## config.mk

```make
export PLATFORM = sky130hd
export DESIGN_NAME = div_seq
export DESIGN_NICKNAME = d
export VERILOG_FILES = /design/src/rtl/div_seq.sv
export SDC_FILE = /design/constraint.sdc
export NUM_CORES = 1
export LEC_CHECK = 0
export ABC_AREA = 1
export BUFFER_PORTS_ARGS = -buffer_cell sky130_fd_sc_hd__buf_2
export CORE_UTILIZATION = 35
export CTS_CLUSTER_SIZE = 40
export DETAILED_ROUTE_END_ITERATION = 7
export PLACE_DENSITY_LB_ADDON = 0.05
export REMOVE_ABC_BUFFERS = 1
export SYNTH_ARGS = -nofsm -noshare
export SYNTH_HDL_FRONTEND = slang
export SYNTH_SLANG_ARGS = --single-unit
export TNS_END_PERCENT = 50
```

## constraint.sdc

```tcl
create_clock -name clk -period 2.4 [get_ports clk]
set_input_delay 0 -clock clk [delete_from_list [all_inputs] [get_ports clk]]
set_output_delay 0 -clock clk [all_outputs]
set_load 0.02 [all_outputs]
```

## src/rtl/div_seq.sv

```systemverilog
// ----------------------------------------------------------------------------
// div_seq -- multi-cycle restoring divider for the EX stage (DIV / DIVU).
//
// One quotient bit is produced per clock. A nonzero-divisor divide takes
// WIDTH+1 edges from the accepting edge to ready_o. A zero divisor goes
// through BYZERO and returns all zeros one edge after acceptance.
//
// Ports:
//   clk           rising-edge clock
//   rst           synchronous, active-high reset
//   signed_div_i  1 = signed (DIV), 0 = unsigned (DIVU)
//   opdata1_i     dividend, sampled only on the accepting edge in IDLE
//   opdata2_i     divisor, sampled only on the accepting edge in IDLE
//   start_i       divide request, held high until the result is taken
//   annul_i       flush: abandons a divide in ON or BYZERO
//   result_o      {remainder, quotient}, registered
//   ready_o       result_o valid, registered
//   busy_o        high in ON or BYZERO, decoded from state (stall request)
// ----------------------------------------------------------------------------
module div_seq #(
  parameter int unsigned WIDTH = 32
) (
  input  logic               clk,
  input  logic               rst,
  input  logic               signed_div_i,
  input  logic [WIDTH-1:0]   opdata1_i,
  input  logic [WIDTH-1:0]   opdata2_i,
  input  logic               start_i,
  input  logic               annul_i,
  output logic [2*WIDTH-1:0] result_o,
  output logic               ready_o,
  output logic               busy_o
);

  localparam int unsigned CW = $clog2(WIDTH + 1);
  localparam logic [CW-1:0]    CNT_LAST = CW'(WIDTH);
  localparam logic [CW-1:0]    CNT_ONE  = CW'(1);
  localparam logic [WIDTH-1:0] ONE      = WIDTH'(1);

  typedef enum logic [1:0] {
    IDLE,
    BYZERO,
    ON,
    END
  } state_t;

  state_t             state, state_next;
  logic [CW-1:0]      cnt, cnt_next;
  // Layout: [2W:W+1] partial remainder, [W:1] remaining dividend bits,
  // quotient bits shifted in from [0].
  logic [2*WIDTH:0]   work, work_next;
  logic [WIDTH-1:0]   divisor, divisor_next;
  logic               neg_a, neg_a_next;
  logic               neg_b, neg_b_next;
  logic               signed_q, signed_q_next;
  logic [2*WIDTH-1:0] result_next;
  logic               ready_next;

  logic               in_neg_a, in_neg_b;
  logic [WIDTH-1:0]   abs_a, abs_b;
  logic [WIDTH:0]     diff;
  logic [WIDTH-1:0]   quot, rem, quot_fix, rem_fix;

  assign busy_o = (state == ON) || (state == BYZERO);

  // Operand magnitudes for the accepting edge.
  assign in_neg_a = signed_div_i & opdata1_i[WIDTH-1];
  assign in_neg_b = signed_div_i & opdata2_i[WIDTH-1];
  assign abs_a    = in_neg_a ? (~opdata1_i + ONE) : opdata1_i;
  assign abs_b    = in_neg_b ? (~opdata2_i + ONE) : opdata2_i;

  // Trial subtract: shifted partial remainder (with next dividend bit
  // already in place) minus divisor; bit WIDTH set means it went negative.
  assign diff = {1'b0, work[2*WIDTH-1:WIDTH]} - {1'b0, divisor};

  assign quot     = work[WIDTH-1:0];
  assign rem      = work[2*WIDTH:WIDTH+1];
  assign quot_fix = (signed_q && (neg_a ^ neg_b)) ? (~quot + ONE) : quot;
  assign rem_fix  = (signed_q && neg_a) ? (~rem + ONE) : rem;

  always_ff @(posedge clk) begin
    if (rst) begin
      state    <= IDLE;
      cnt      <= '0;
      work     <= '0;
      divisor  <= '0;
      neg_a    <= 1'b0;
      neg_b    <= 1'b0;
      signed_q <= 1'b0;
      result_o <= '0;
      ready_o  <= 1'b0;
    end else begin
      state    <= state_next;
      cnt      <= cnt_next;
      work     <= work_next;
      divisor  <= divisor_next;
      neg_a    <= neg_a_next;
      neg_b    <= neg_b_next;
      signed_q <= signed_q_next;
      result_o <= result_next;
      ready_o  <= ready_next;
    end
  end

  always_comb begin
    state_next    = state;
    cnt_next      = cnt;
    work_next     = work;
    divisor_next  = divisor;
    neg_a_next    = neg_a;
    neg_b_next    = neg_b;
    signed_q_next = signed_q;
    result_next   = result_o;
    ready_next    = ready_o;

    case (state)
      IDLE: begin
        if (start_i && !annul_i) begin
          if (opdata2_i == '0) begin
            state_next = BYZERO;
          end else begin
            state_next    = ON;
            cnt_next      = '0;
            work_next     = {{WIDTH{1'b0}}, abs_a, 1'b0};
            divisor_next  = abs_b;
            neg_a_next    = in_neg_a;
            neg_b_next    = in_neg_b;
            signed_q_next = signed_div_i;
          end
        end
      end

      BYZERO: begin
        if (annul_i) begin
          state_next  = IDLE;
          result_next = '0;
          ready_next  = 1'b0;
        end else begin
          state_next  = END;
          result_next = '0;
          ready_next  = 1'b1;
        end
      end

      ON: begin
        if (annul_i) begin
          state_next  = IDLE;
          result_next = '0;
          ready_next  = 1'b0;
        end else if (cnt != CNT_LAST) begin
          if (diff[WIDTH]) begin
            work_next = {work[2*WIDTH-1:0], 1'b0};
          end else begin
            work_next = {diff[WIDTH-1:0], work[WIDTH-1:0], 1'b1};
          end
          cnt_next = cnt + CNT_ONE;
        end else begin
          state_next  = END;
          result_next = {rem_fix, quot_fix};
          ready_next  = 1'b1;
        end
      end

      END: begin
        if (!start_i) begin
          state_next  = IDLE;
          result_next = '0;
          ready_next  = 1'b0;
        end
      end

      default: begin
        state_next = IDLE;
      end
    endcase
  end

endmodule

```

==> results of run 1 <==
## power by group
part	leakage, nW	switching (mW)	internal, mW	total, mW
registers	1.40	0.342	3.24	3.58
logic	6.08	4.71	2.18	6.89
clock network	0.252	1.33	1.35	2.68
## metrics by stage
stage / hold WS [ns] / TNS [ns] / power, mW
global placement: 0.325 / 0 / 10.3
finish: 0.0159 / 0 / 13.2
CTS: 0.00489 / 0 / 13.0
global route: 0.0312 / -0.000490 / 14.2
floorplan: 0.0691 / -42.89 / 7.81
detailed placement: 0.328 / 0 / 10.3
## area by class of cell
class | instances | area [sq um] | area share, %
well taps | 468 | 586 | 3.76
multi-input cells | 1677 | 8090 | 51.9
clock buffers | 19 | 433 | 2.78
inverters | 324 | 1220 | 7.81
repair buffers | 233 | 1680 | 10.8
flip-flops and latches | 173 | 3470 | 22.3
clock inverters | 13 | 109 | 0.699
## critical path, delay by kind of cell (launching register included)
family                     cells  cell delay [ns]
buffers and inverters          2             0.25
and+or+nand+nor                9             0.81
adders and majority gates      1             0.34
DFF                            1             0.46
AOI/OAI and AO/OA              2             0.31
## sequential cells by signal (all words and copies together) (netlist names)
signal	cells
cnt	6
neg_a	1
neg_b	1
state	2
ready_o	1
divisor	32
work	65
result_o	64
signed_q	1
## kinds of logic (layout without fill, tap and decap cells)
kind of cell	count (synthesis)	in the layout	synth area share, %
simple gates	1246	1246	40.0
xor+xnor	57	57	3.81
flops	173	173	26.4
buf+inv	400	589	12.4
compound gates	330	330	13.1
fa+ha+maj	44	44	4.26
## layer usage
layer	wire length [microns]	track usage [%]	vias up
met2	19100	35.5	374
li1	-	-	7489
met3	2470	2.26	44
met1	23400	35.8	6489
met4	847	6.59	0
met5	0	0	-
## cell usage after synthesis, types with 8 or more instances
cell type and instances:
a21oi_1 208, buf_2 19, buf_4 10, buf_6 8, clkbuf_1 36, dfxtp_1 173, ha_1 43, inv_1 314
inv_2 8, nand2_1 719, nand3_1 238, nand4_1 37, nor2_1 202, nor2_2 9, nor3_1 14, o21ai_0 102
xnor2_1 18, xor2_1 39
## path summary, 6_finish.rpt
| path | from | endpoint | depth (start not counted) |
|---|---|---|---|
| min reg2reg | result_o[54] | result_o[54] | 2 |
| max | work[53] | work[59] | 14 |
| min | opdata1_i[29] | work[30] | 6 |
| max reg2reg | work[53] | work[59] | 14 |
## timing repair
action,CTS,global route
hold endpoints to repair,39,0
hold buffers,39,0
resized for setup,0,19
setup endpoints to repair,0,36
==> results.py, run 1 <==
metrics = {
    "clock_tree": {
        "post_cts_buffers": 0,
        "cts_buffers": 17,
        "clockBufferDepth": 2,
        "htreeDepth": 4,
        "cts.reportedPaths.clkPinSlew_ns": 0.07,
        "cts_tree": "yes",
        "clock_latency_ns": 0.45,
        "cts-root-buf": "clkbuf_16",
        "clock_sinks": 173,
    },
    "sta": {
        "final_max_slew_viol_count": 0,
        "layout_min_cycle_time_ns": 2.32,
        "finalSetupViolations": 0,
        "hold_viol": 0,
        "max_slew_margin_pct": 41.9,
        "worst_slew_pin_slew_ns": 0.872,
        "fin_ws_ns": 0.0806,
        "skew_ns": 0.0122,
        "min_period_over_period_pct": 96.6,
        "max_freq_ghz": 0.431,
    },
    "power": {
        "powerDensity_nw_per_um2": 844,
        "ir_drop_mv": 0.570,
        "p_leak_nw": 7.73,
    },
    "die": {
        "start_util_pct": 35.7,
        "die_h_microns": 196,
        "rows": 70,
        "dieWidth_microns": 196,
        "core_area_sq_um": 36700,
        "io_pins": 135,
        "dieArea_sq_um": 38200,
    },
    "placed_design": {
        "place_inst": 2831,
        "gp_congestion": 0.925,
        "place_ws_ns": 0.0845,
        "place_hpwl_microns": 34300,
        "numPortBuffers": 134,
        "place_area_sq_um": 14500,
    },
    "logic_synthesis": {
        "synth-async-reset-ratio_pct": 0,
        "synth-seq-cells": 173,
        "yosysSeqAreaShare_pct": 26.4,
        "ys_types": 43,
        "yosys_warnings": 0,
        "synth_edf_count": 0,
        "yosys-top-cells-area": "dfxtp_1 (26%), nand2_1 (21%), nand3_1 (9.1%), inv_1 (9.0%), a21oi_1 (7.9%)",
        "yosysTopAreaCell": "dfxtp_1",
        "synth_cells": 2250,
        "ys.flop_type": "dfxtp_1",
        "synth_top_area_share_pct": 26.4,
        "syn_area_sq_um": 13100,
        "syn_area_per_cell_sq_um": 5.83,
    },
    "global_route": {
        "grt_pass1_vias": 13100,
        "overflow": 0,
        "grt_max_degree": 137,
        "antenna_found_initial": 0,
        "grtUsageTotal_pct": 23.8,
        "grt_pass1_wl_microns": 71500,
    },
    "cells_and_area": {
        "fin_util_pct": 42.5,
        "stdcell_count": 2907,
        "area.growth.synth_to_final_pct": 18.9,
        "fin_nets": 2539,
        "fin_area_sq_um": 15600,
        "most-common-layout-cells": "nand2_1 (714), inv_1 (314), nand3_1 (238)",
        "num_antenna_cells": 0,
        "final_common_cell": "nand2_1",
        "drive_gt1_share_pct": 11.6,
        "nFillCells": 4091,
    },
    "routing": {
        "finalWirelength_microns": 45800,
        "vias": 14400,
        "antenna_left": 0,
        "wire_per_inst_microns": 15.8,
        "vias_per_cell": 4.95,
        "drtIter0Drc": 991,
        "drc_errors": 0,
        "first_pass_iters": 5,
    },
    "worst_setup_path": {
        "end_kind": "register",
        "cp-start-kind": "register",
        "crit_arrival_ns": 2.62,
        "reg2reg_slack_ns": 0.08,
        "crit_top_cell": "nand2_1",
        "path_class": "register to register",
        "cpPeakStageDelay_ns": 0.46,
        "worst-path-max-fanout": 6,
        "crit_chain": "ha_1, nand2_1, nand2_1, nand2_1, nand2_1, inv_1, nand2_1, a21oi_4, nand2_8, clkbuf_16, nor2_1, nor2_1, nand2_1, a21oi_1",
        "worstPathRequired_ns": 2.70,
        "cpMaxStageDelayCell": "dfxtp_1",
    },
    "outcome": {
        "status": "finished clean",
    },
    "job": {
        "max-cap-violations": 0,
    },
    "worst_hold_path": {
        "min_path_type": "primary input to register",
    },
}
Note: power is estimated with default switching activity, not from simulation.
==> run 2: changes to the inputs <==
Settings changed: RECOVER_POWER from default to 50, SETUP_SLACK_MARGIN from default to 0.2.
==> results.py, run 2 (synthesis results as in run 1) <==
metrics = {
    "sta": {
        "finalSetupViolations": 0,
        "min_period_over_period_pct": 93.7,
        "setup_tns_ns": 0,
        "worst_slew_pin_slew_ns": 0.774,
        "skew_ns": 0.0127,
        "max_freq_ghz": 0.445,
        "rsz0062_at_grt": "yes",
        "fin_ws_ns": 0.152,
        "max_slew_margin_pct": 48.4,
        "final_max_slew_viol_count": 0,
        "hold_viol": 0,
        "layout_min_cycle_time_ns": 2.25,
    },
    "clock_tree": {
        "htreeDepth": 4,
        "cts_buffers": 17,
        "clockBufferDepth": 2,
        "cts.reportedPaths.clkPinSlew_ns": 0.07,
        "clock_latency_ns": 0.45,
        "clock_sinks": 173,
        "cts_tree": "yes",
        "cts-root-buf": "clkbuf_16",
    },
    "die": {
        "die_h_microns": 196,
        "start_util_pct": 35.7,
        "core_area_sq_um": 36700,
        "io_pins": 135,
        "dieArea_sq_um": 38200,
        "rows": 70,
        "dieWidth_microns": 196,
    },
    "global_route": {
        "grt_pass1_wl_microns": 72900,
        "overflow": 0,
        "grt_pass1_vias": 13200,
        "grt_max_degree": 137,
        "grtUsageTotal_pct": 24.3,
        "antenna_found_initial": 0,
    },
    "cells_and_area": {
        "fin_nets": 2562,
        "top_regs": "work: 65 flops, result_o: 64 flops, divisor: 32 flops",
        "fin_util_pct": 44.3,
        "nFillCells": 4051,
        "num_antenna_cells": 0,
        "largest_reg_flops": 65,
        "drive_gt1_share_pct": 13.2,
        "most-common-layout-cells": "nand2_1 (700), inv_1 (306), nand3_1 (218)",
        "fin_area_sq_um": 16300,
        "area.growth.synth_to_final_pct": 24.1,
        "largest-register": "work",
        "final_common_cell": "nand2_1",
    },
    "power": {
        "p_leak_nw": 7.65,
        "total_power_mw": 13.9,
        "powerDensity_nw_per_um2": 857,
        "ir_drop_mv": 0.553,
    },
    "routing": {
        "vias_per_cell": 4.97,
        "first_pass_iters": 5,
        "drtIter0Drc": 959,
        "drc_errors": 0,
        "vias": 14600,
        "antenna_left": 0,
        "finalWirelength_microns": 47300,
        "wire_per_inst_microns": 16.1,
    },
    "worst_hold_path": {
        "min_path_type": "primary input to register",
    },
    "placed_design": {
        "place_hpwl_microns": 34300,
        "place_area_sq_um": 14500,
        "gp_congestion": 0.925,
        "numPortBuffers": 134,
        "place_ws_ns": 0.0845,
    },
    "worst_setup_path": {
        "crit_arrival_ns": 2.55,
        "cp-start-kind": "register",
        "worst-path-max-fanout": 10,
        "path_class": "register to register",
        "end_kind": "register",
        "worstPathRequired_ns": 2.70,
    },
    "outcome": {
        "status": "finished clean",
    },
    "job": {
        "max-cap-violations": 0,
    },
}
## run 2: report_power, final
part	leakage, nW	internal, mW	total [mW]	switching [mW]
logic	5.99	2.60	7.66	5.06
registers	1.41	3.24	3.59	0.352
clock network	0.252	1.35	2.69	1.34
## run 2: layer usage
layer	up-vias	track usage (%)	wire length [microns]
met3	48	2.47	2370
met4	0	7.26	961
met5	-	0	0
met2	380	36.6	20000
met1	6593	36.2	24000
li1	7538	-	-
## run 2: layout make-up
cell class / instances / area, sq um / share of cell area, %
Timing Repair Buffer: 255 / 1850 / 11.4
Multi-Input combinational cell: 1678 / 8590 / 52.8
Clock inverter: 13 / 109 / 0.669
Tap cell: 468 / 586 / 3.60
Sequential cell: 173 / 3480 / 21.4
Clock buffer: 19 / 433 / 2.66
Inverter: 324 / 1220 / 7.49
## run 2: metrics by stage
step	hold slack (ns)	cells
after floorplan	0.0691	2174
after global placement	0.325	2831
after detailed placement	0.328	2831
after CTS	0.00489	2918
after global routing	0.0312	2930
final	0.00833	2930
## run 2: path summary, 6_finish.rpt
path	startpoint	endpoint	slack, ns	depth (start not counted)
max reg2reg	work[32]	work[33]	0.15	18
max	work[32]	work[33]	0.15	18
min reg2reg	result_o[54]	result_o[54]	0.46	2
min	opdata1_i[29]	work[30]	0.008	6
## run 2: repair_timing
item                                    CTS  global route
gates resized for setup                  41            93
hold buffers                             39             0
gates cloned                              5             3
endpoints found under the setup margin   32           103
pin swaps                                 3            16
setup buffers                            11             9
endpoints found under the hold margin    39             0
## run 2: worst max-delay path, cell delays in order, from the launching register on
cell and delay, ns:
dfxtp_2 0.33, inv_2 0.05, ha_4 0.15, fa_2 0.33, inv_2 0.07, nand2_2 0.06
nand2_1 0.07, nand3b_1 0.08, nand2_2 0.08, nand2_2 0.06, nand2_2 0.08, nand2_4 0.07
nand2_4 0.08, buf_12 0.12, buf_12 0.13, buf_16 0.14, nand2_1 0.06, nand3_1 0.08
a21oi_1 0.06
